$ cat src/rtl/priority_mux_pkg.sv
// Shared helpers for the priority_mux slice: index-width calculation used by
// the interface, the encoder and the top so all three agree on grant_idx width.
package priority_mux_pkg;

  // A single slot still needs a 1-bit index port; $clog2(1) would be 0.
  function automatic int idx_width(input int cnt);
    return (cnt > 1) ? $clog2(cnt) : 1;
  endfunction

endpackage

$ cat src/rtl/priority_mux_if.sv
// Bundle of data/select inputs and selected/registered outputs of priority_mux.
// master drives din/sel; slave (the mux) drives every result.
interface priority_mux_if
  import priority_mux_pkg::*;
#(
  parameter int WIDTH = 4,
  parameter int CNT   = 1
) ();

  localparam int IDXW = idx_width(CNT);

  logic [WIDTH*CNT-1:0] din;
  logic [CNT-1:0]       sel;
  logic [WIDTH-1:0]     dout;
  logic                 hit;
  logic [CNT-1:0]       grant;
  logic [IDXW-1:0]      grant_idx;
  logic [WIDTH-1:0]     dout_q;
  logic                 hit_q;

  modport master (
    output din, sel,
    input  dout, hit, grant, grant_idx, dout_q, hit_q
  );

  modport slave (
    input  din, sel,
    output dout, hit, grant, grant_idx, dout_q, hit_q
  );

endinterface

$ cat src/rtl/priority_mux_prio_enc.sv
// Lowest-index-wins priority encoder: isolates the lowest set select bit and
// reports it both one-hot and as a binary index.
module prio_enc
  import priority_mux_pkg::*;
#(
  parameter int CNT  = 1,
  parameter int IDXW = idx_width(CNT)
) (
  input  logic [CNT-1:0]  sel,
  output logic [CNT-1:0]  grant,
  output logic [IDXW-1:0] grant_idx,
  output logic            hit
);

  // Two's-complement trick: sel - 1 flips the lowest set bit and everything
  // below it, so masking leaves only that bit. sel == 0 yields grant == 0.
  assign grant = sel & ~(sel - CNT'(1));
  assign hit   = |sel;

  // grant is one-hot, so OR-ing the indices of its set bits gives the winner
  // and naturally produces 0 when nothing is selected.
  always_comb begin
    // NOTE: default first so every path assigns grant_idx; otherwise a latch is inferred.
    grant_idx = '0;
    for (int i = 0; i < CNT; i++) begin
      if (grant[i]) grant_idx = grant_idx | IDXW'(i);
    end
  end

endmodule

$ cat src/rtl/priority_mux.sv
// Priority-selected data mux for the sw-access write path: combinational
// dout/hit/grant/grant_idx plus one-cycle registered dout_q/hit_q.
module priority_mux
  import priority_mux_pkg::*;
#(
  parameter int WIDTH = 4,
  parameter int CNT   = 1
) (
  input  logic           clk,
  input  logic           rst_n,
  priority_mux_if.slave  bus
);

  localparam int IDXW = idx_width(CNT);

  logic [CNT-1:0]   grant;
  logic [IDXW-1:0]  grant_idx;
  logic             hit;
  logic [WIDTH-1:0] dout;
  logic [WIDTH-1:0] dout_q;
  logic             hit_q;

  prio_enc #(
    .CNT  (CNT),
    .IDXW (IDXW)
  ) u_prio_enc (
    .sel       (bus.sel),
    .grant     (grant),
    .grant_idx (grant_idx),
    .hit       (hit)
  );

  // AND-OR mux over the one-hot grant: unselected slots are masked to zero,
  // so X on an idle slot cannot reach dout.
  always_comb begin
    dout = '0;
    for (int i = 0; i < CNT; i++) begin
      dout = dout | (bus.din[i*WIDTH +: WIDTH] & {WIDTH{grant[i]}});
    end
  end

  always_ff @(posedge clk) begin
    // NOTE: non-blocking assignments for state, so every register samples pre-edge values.
    if (!rst_n) begin
      dout_q <= '0;
      hit_q  <= 1'b0;
    end else begin
      dout_q <= dout;
      hit_q  <= hit;
    end
  end

  assign bus.dout      = dout;
  assign bus.hit       = hit;
  assign bus.grant     = grant;
  assign bus.grant_idx = grant_idx;
  assign bus.dout_q    = dout_q;
  assign bus.hit_q     = hit_q;

endmodule

$ cat src/flat_wrapper.sv
// flat-port wrapper written by rule: the top's interface ports become plain ports
module priority_mux_flat import priority_mux_pkg::*;
#(
  parameter int WIDTH = 4,
  parameter int CNT   = 1
)
  (clk, rst_n, bus_din, bus_sel, bus_dout, bus_hit, bus_grant, bus_grant_idx, bus_dout_q, bus_hit_q);
  priority_mux_if #(.WIDTH(WIDTH), .CNT(CNT)) bus_i ();
  input  logic clk;
  input  logic rst_n;
  input wire logic [$bits(bus_i.din)-1:0] bus_din;
  input wire logic [$bits(bus_i.sel)-1:0] bus_sel;
  output wire logic [$bits(bus_i.dout)-1:0] bus_dout;
  output wire logic [$bits(bus_i.hit)-1:0] bus_hit;
  output wire logic [$bits(bus_i.grant)-1:0] bus_grant;
  output wire logic [$bits(bus_i.grant_idx)-1:0] bus_grant_idx;
  output wire logic [$bits(bus_i.dout_q)-1:0] bus_dout_q;
  output wire logic [$bits(bus_i.hit_q)-1:0] bus_hit_q;
  assign bus_i.din = bus_din;
  assign bus_i.sel = bus_sel;
  assign bus_dout = bus_i.dout;
  assign bus_hit = bus_i.hit;
  assign bus_grant = bus_i.grant;
  assign bus_grant_idx = bus_i.grant_idx;
  assign bus_dout_q = bus_i.dout_q;
  assign bus_hit_q = bus_i.hit_q;
  priority_mux #(.WIDTH(WIDTH), .CNT(CNT)) u_core (.clk(clk), .rst_n(rst_n), .bus(bus_i));
endmodule
$ cat config.mk
export PLATFORM = sky130hd
export DESIGN_NAME = priority_mux_flat
export DESIGN_NICKNAME = d
export VERILOG_FILES = /design/src/rtl/priority_mux_pkg.sv /design/src/rtl/priority_mux_if.sv /design/src/rtl/priority_mux_prio_enc.sv /design/src/rtl/priority_mux.sv /design/src/flat_wrapper.sv
export SDC_FILE = /design/constraint.sdc
export NUM_CORES = 1
export LEC_CHECK = 0
export ABC_AREA = 1
export CELL_PAD_IN_SITES_DETAIL_PLACEMENT = 0
export CELL_PAD_IN_SITES_GLOBAL_PLACEMENT = 2
export CORE_MARGIN = 3
export CORE_UTILIZATION = 11
export CTS_CLUSTER_DIAMETER = 200
export CTS_CLUSTER_SIZE = 24
export DETAILED_ROUTE_END_ITERATION = 8
export PLACE_DENSITY_LB_ADDON = 0.1
export SETUP_SLACK_MARGIN = 0.2
export SLEW_MARGIN = 20
export SYNTH_ARGS = -nofsm -noshare
export SYNTH_HDL_FRONTEND = slang
export SYNTH_SLANG_ARGS = --single-unit
$ cat constraint.sdc
create_clock -name clk -period 0.8 [get_ports clk]
set_input_delay 0.08 -clock clk [delete_from_list [all_inputs] [get_ports clk]]
set_output_delay 0.08 -clock clk [all_outputs]
set_load 0.01 [all_outputs]
==> impl_metrics.json, run 1 <==
{
  "synthCells": 27,
  "peakVddDrop_mv": 0.350,
  "synthDominantCellAreaShare": 0.510,
  "cts_inserted_buffers": 3,
  "required_ps": 720,
  "layout_setup_ws_ps": 63.6,
  "grt_pass1_vias": 161,
  "rsz0062_at_grt": "yes",
  "cts_max_level": 1,
  "yosysUniqueCellTypes": 7,
  "top_usage_layer": "met4",
  "hp-class": "in2reg",
  "syn_nets": 34,
  "met1_usage": 0.0482,
  "yosys.area.top_type": "dfxtp_1",
  "crit_path_max_incr_delay_ps": 300,
  "start_kind": "flip-flop",
  "via_per_inst": 2.88,
  "cp_slowest_cell": "dfxtp_1",
  "layout-drive-gt1-share": 0.333,
  "areaGrowthSynthToFinish_pct": 82.8,
  "finalCritPeriodShare": 0.920,
  "drc": 0,
  "grt_max_degree": 8,
  "start_util": 0.123,
  "cts_sinks": 5,
  "slew_violations": 0,
  "syn-cell-area_um2": 196,
  "crit_type": "reg2out",
  "cts_tree": "yes",
  "synthTopCellsByArea": "dfxtp_1 51%, inv_1 17%, buf_4 11%",
  "finalHoldViolCount": 0,
  "clk_pin_slew_ps": 40,
  "synth.avg_cell_area_um2": 7.28,
  "outcome": "completed",
  "die_area_um2": 2330,
  "ys_seq_area_frac": 0.510,
  "pre_cts_slack_ps": -637,
  "placementRows": 14,
  "power_density_nw_per_um2": 1810,
  "grtUsageMet2": 0.0521,
  "antenna_found_initial": 0,
  "hpwl_um": 382,
  "grt_pass1_wl_um": 662,
  "port_buffers": 17,
  "cp_top_family": "flip-flops",
  "crit_buf_inv": 1,
  "core-area_um2": 1590,
  "crit_arrival_ps": 660,
  "wire_per_inst_um": 7.26,
  "dieWidth_um": 48.3,
  "final_core_util": 0.225,
  "gr-total-overflow": 0,
  "ios": 19,
  "firstDrtPassIters": 2,
  "grt_util_met3": 0.0295,
  "diodes": 0,
  "setup_viol": 0,
  "fin_crit_ps": 736,
  "cap_violations": 0,
  "gp_congestion": 0.588,
  "power.leakage_uw": 0.000221,
  "p_total_uw": 649,
  "num_vias": 199,
  "hold_depth": 3,
  "post-cts-setup-buffers": 0,
  "drtIter0Drc": 2,
  "crit_chain": "buf_2",
  "dieHeight_um": 48.3,
  "yosysWarnings": 0,
  "antenna_left": 0,
  "cts_root_buf": "clkbuf_4",
  "cp.depth": 1,
  "drt-total-wl_um": 501,
  "crit_path_end_kind": "output port",
  "cts_buffer_depth": 2,
  "nets": 53,
  "fmax_ghz": 1.36,
  "grt.total_usage": 0.0486,
  "worst-path-max-fanout": 1,
  "postCtsHoldBufs": 0,
  "synth-seq-cells": 5
}
==> stage by stage <==
| stage | instances | TNS (ps) | hold WS (ps) | cell area, µm² |
|---|---|---|---|---|
| finish | 69 | 0 | 148 | 359 |
| global route | 69 | 0 | 148 | 359 |
| CTS | 69 | 0 | 146 | 347 |
| detailed placement | 65 | -4990 | 648 | 374 |
| global placement | 65 | -4860 | 653 | 374 |
| floorplan | 27 | 0 | 192 | 196 |
==> cell usage in the layout (no fill, tap or decap) <==
cell             instances
buf_2                    9
nand2_1                  4
dfxtp_1                  5
conb_1                   1
clkdlybuf4s15_1          6
inv_1                    9
clkbuf_4                 3
nor2_1                   3
nor2_2                   1
clkdlybuf4s50_1          1
buf_6                    1
clkbuf_1                 1
nand2_2                  1
==> cell type report <==
class / count / area [µm²]
clock buffers: 4 / 26.3
fillers: 192 / 1230
inverters: 9 / 33.8
multi-input cells: 10 / 42.5
flip-flops and latches: 5 / 100
well taps: 24 / 30.0
repair buffers: 17 / 126
==> synth_stat cells <==
master   number
buf_4         3
dfxtp_1       5
conb_1        1
nand2_2       1
inv_1         9
nor2_1        4
nand2_1       4
==> power breakdown <==
group | internal (µW) | leakage [µW] | total (µW) | switching (µW)
clock | 188 | 0.0000150 | 287 | 99.2
combinational | 49.0 | 0.000164 | 99.0 | 50.0
sequential | 261 | 0.0000412 | 263 | 1.86
total | 498 | 0.000221 | 649 | 151
==> repair_timing <==
item                       CTS  global route
gates cloned                 0             0
gates resized for setup     49             5
setup endpoints to repair   16             9
pin swaps                    0             2
==> cells by family (layout without fill, tap and decap cells) <==
kind of cell,after synthesis,after routing,share of synthesized area
buf+inv,12,30,0.287
flops,5,5,0.510
other cells,1,1,0.0191
simple gates,9,9,0.185
==> state kept, by name, indices dropped and copies added, names as in the netlist <==
register,flops
u_core.bus.dout_q,4
u_core.bus.hit_q,1
==> path summary, 6_finish.rpt <==
path                                         from                              end  slack (ps)
hold / removal                         bus_din[1]  u_core.bus.dout_q[1]$_SDFF_PN0_         150
setup / recovery  u_core.bus.dout_q[1]$_SDFF_PN0_                    bus_dout_q[1]          60
==> routing by layer <==
layer	wire, µm	up-vias
met3	109	2
met5	0	-
li1	-	104
met2	185	15
met1	196	78
met4	10	0
No activity file was read; power rests on OpenSTA's default activity.
==> inputs of run 2 (changes only) <==
--- a/config.mk
+++ b/config.mk
@@ -13,7 +13,7 @@
 export CTS_CLUSTER_DIAMETER = 200
 export CTS_CLUSTER_SIZE = 24
 export DETAILED_ROUTE_END_ITERATION = 8
-export PLACE_DENSITY_LB_ADDON = 0.1
+export PLACE_DENSITY_LB_ADDON = 0.08
 export SETUP_SLACK_MARGIN = 0.2
 export SLEW_MARGIN = 20
 export SYNTH_ARGS = -nofsm -noshare
==> run 2 against run 1 <==
Compared with the run above:
- global-route usage up 0.23 points
- worst hold slack better by 9.8 ps
- routed wire length down 1.4%
- clock power about the same
- sequential power about the same
- core utilization up 0.24 points
- count of clock-buffer cells in the layout unchanged
- non-clock buffer count unchanged
- via count down 2.5%
- highest routed layer is now met3
==> impl_metrics.json, run 2 (synthesis results as in run 1) <==
{
  "crit_path_max_incr_delay_ps": 300,
  "cts_max_level": 1,
  "required_ps": 720,
  "num_vias": 194,
  "drt-total-wl_um": 494,
  "final_cell_mix": "8 x inv_1, 8 x buf_2, 6 x clkdlybuf4s15_1, 5 x dfxtp_1",
  "wire_per_inst_um": 7.16,
  "hp-class": "in2reg",
  "largest_reg_flops": 4,
  "finalCritPeriodShare": 0.923,
  "final_cell_area_um2": 363,
  "diodes": 0,
  "clk_pin_slew_ps": 40,
  "cts_root_buf": "clkbuf_4",
  "cp_slowest_cell": "dfxtp_1",
  "finalHoldViolCount": 0,
  "regMostFlops": "u_core.bus.dout_q",
  "worst-path-max-fanout": 1,
  "hpwl_um": 398,
  "p_total_uw": 649,
  "fin_setup_tns_ps": 0,
  "drtIter0Drc": 0,
  "power.leakage_uw": 0.000220,
  "instances_no_fill": 69,
  "placementRows": 14,
  "crit_buf_inv": 1,
  "min-delay-start": "bus_din[1]",
  "grt_max_degree": 8,
  "start_util": 0.123,
  "dieWidth_um": 48.3,
  "cts_buffer_depth": 2,
  "crit_path_end_kind": "output port",
  "peakVddDrop_mv": 0.347,
  "grt_pass1_vias": 164,
  "cp_top_family": "flip-flops",
  "port_buffers": 17,
  "fin_crit_ps": 738,
  "gr-total-overflow": 0,
  "crit_arrival_ps": 660,
  "nFillCells": 188,
  "ios": 19,
  "start_kind": "flip-flop",
  "via_per_inst": 2.81,
  "grt.total_usage": 0.0509,
  "crit_type": "reg2out",
  "grt_pass1_wl_um": 683,
  "crit_chain": "buf_2",
  "hold_slack_ps": 158,
  "cts_inserted_buffers": 3,
  "areaGrowthSynthToFinish_pct": 84.7,
  "cap_violations": 0,
  "drc": 0,
  "postCtsHoldBufs": 0,
  "postPlaceCellArea_um2": 374,
  "post-cts-setup-buffers": 0,
  "setup_viol": 0,
  "placedCellCount": 65,
  "outcome": "completed",
  "cts_sinks": 5,
  "reg.largest.list": "u_core.bus.dout_q: 4 flops, u_core.bus.hit_q: 1 flops",
  "slew_violations": 0,
  "die_area_um2": 2330,
  "firstDrtPassIters": 1,
  "core-area_um2": 1590,
  "nets": 53,
  "rsz0062_at_grt": "yes",
  "fmax_ghz": 1.35,
  "dieHeight_um": 48.3,
  "antenna_found_initial": 0,
  "gp_congestion": 0.625,
  "layout-drive-gt1-share": 0.333,
  "antenna_left": 0,
  "cts_tree": "yes",
  "cp-startpoint": "u_core.bus.dout_q[3]$_SDFF_PN0_",
  "power_density_nw_per_um2": 1790
}
[run 2: cell types whose count changed in the layout (fill, tap and decap cells not counted)]
cell,change
buf_6,+1
inv_2,+1
inv_1,-1
nor2_2,-1
buf_2,-1
nor2_1,+1
[run 2: path summary, 6_finish.rpt]
| path | end | depth (start not counted) |
|---|---|---|
| worst min-delay path | u_core.bus.dout_q[1]$_SDFF_PN0_ | 3 |
| worst max-delay path | bus_dout_q[3] | 1 |
[run 2: through the flow]
| step | util | setup slack [ps] |
|---|---|---|
| 4_1_cts | 0.217 | 43.5 |
| 3_3_place_gp | 0.235 | -610 |
| 2_1_floorplan | - | 389 |
| 3_5_place_dp | 0.235 | -620 |
| 6_report | 0.228 | 61.7 |
| 5_1_grt | 0.228 | 26.9 |
[run 2: layer usage]
| layer | part of all wire | vias to the layer above | GRT usage | wire [µm] |
|---|---|---|---|---|
| li1 | - | 104 | - | - |
| met1 | 0.47 | 75 | 0.0549 | 231 |
| met2 | 0.37 | 15 | 0.0469 | 185 |
| met3 | 0.16 | 0 | 0.0369 | 78 |
| met4 | 0 | 0 | 0.0806 | 0 |
| met5 | 0 | - | 0 | 0 |
[run 2: area by class of cell]
cell class	instances	area, µm²	area share
inverter	9	33.8	0.0931
multi-input combinational	10	40.0	0.110
sequential	5	100	0.276
clock buffer	4	26.3	0.0724
tap	24	30.0	0.0828
timing repair buffer	17	133	0.366
[run 2: power breakdown]
group / leakage [µW] / total, µW / switching [µW] / internal, µW
combinational: 0.000164 / 101 / 49.7 / 51.8
clock: 0.0000150 / 285 / 96.7 / 188
sequential: 0.0000412 / 263 / 1.98 / 261
[run 2: what timing repair did]
item	4_1_cts	5_1_grt
pin swaps	1	0
resized for setup	49	6
endpoints found under the setup margin	16	9
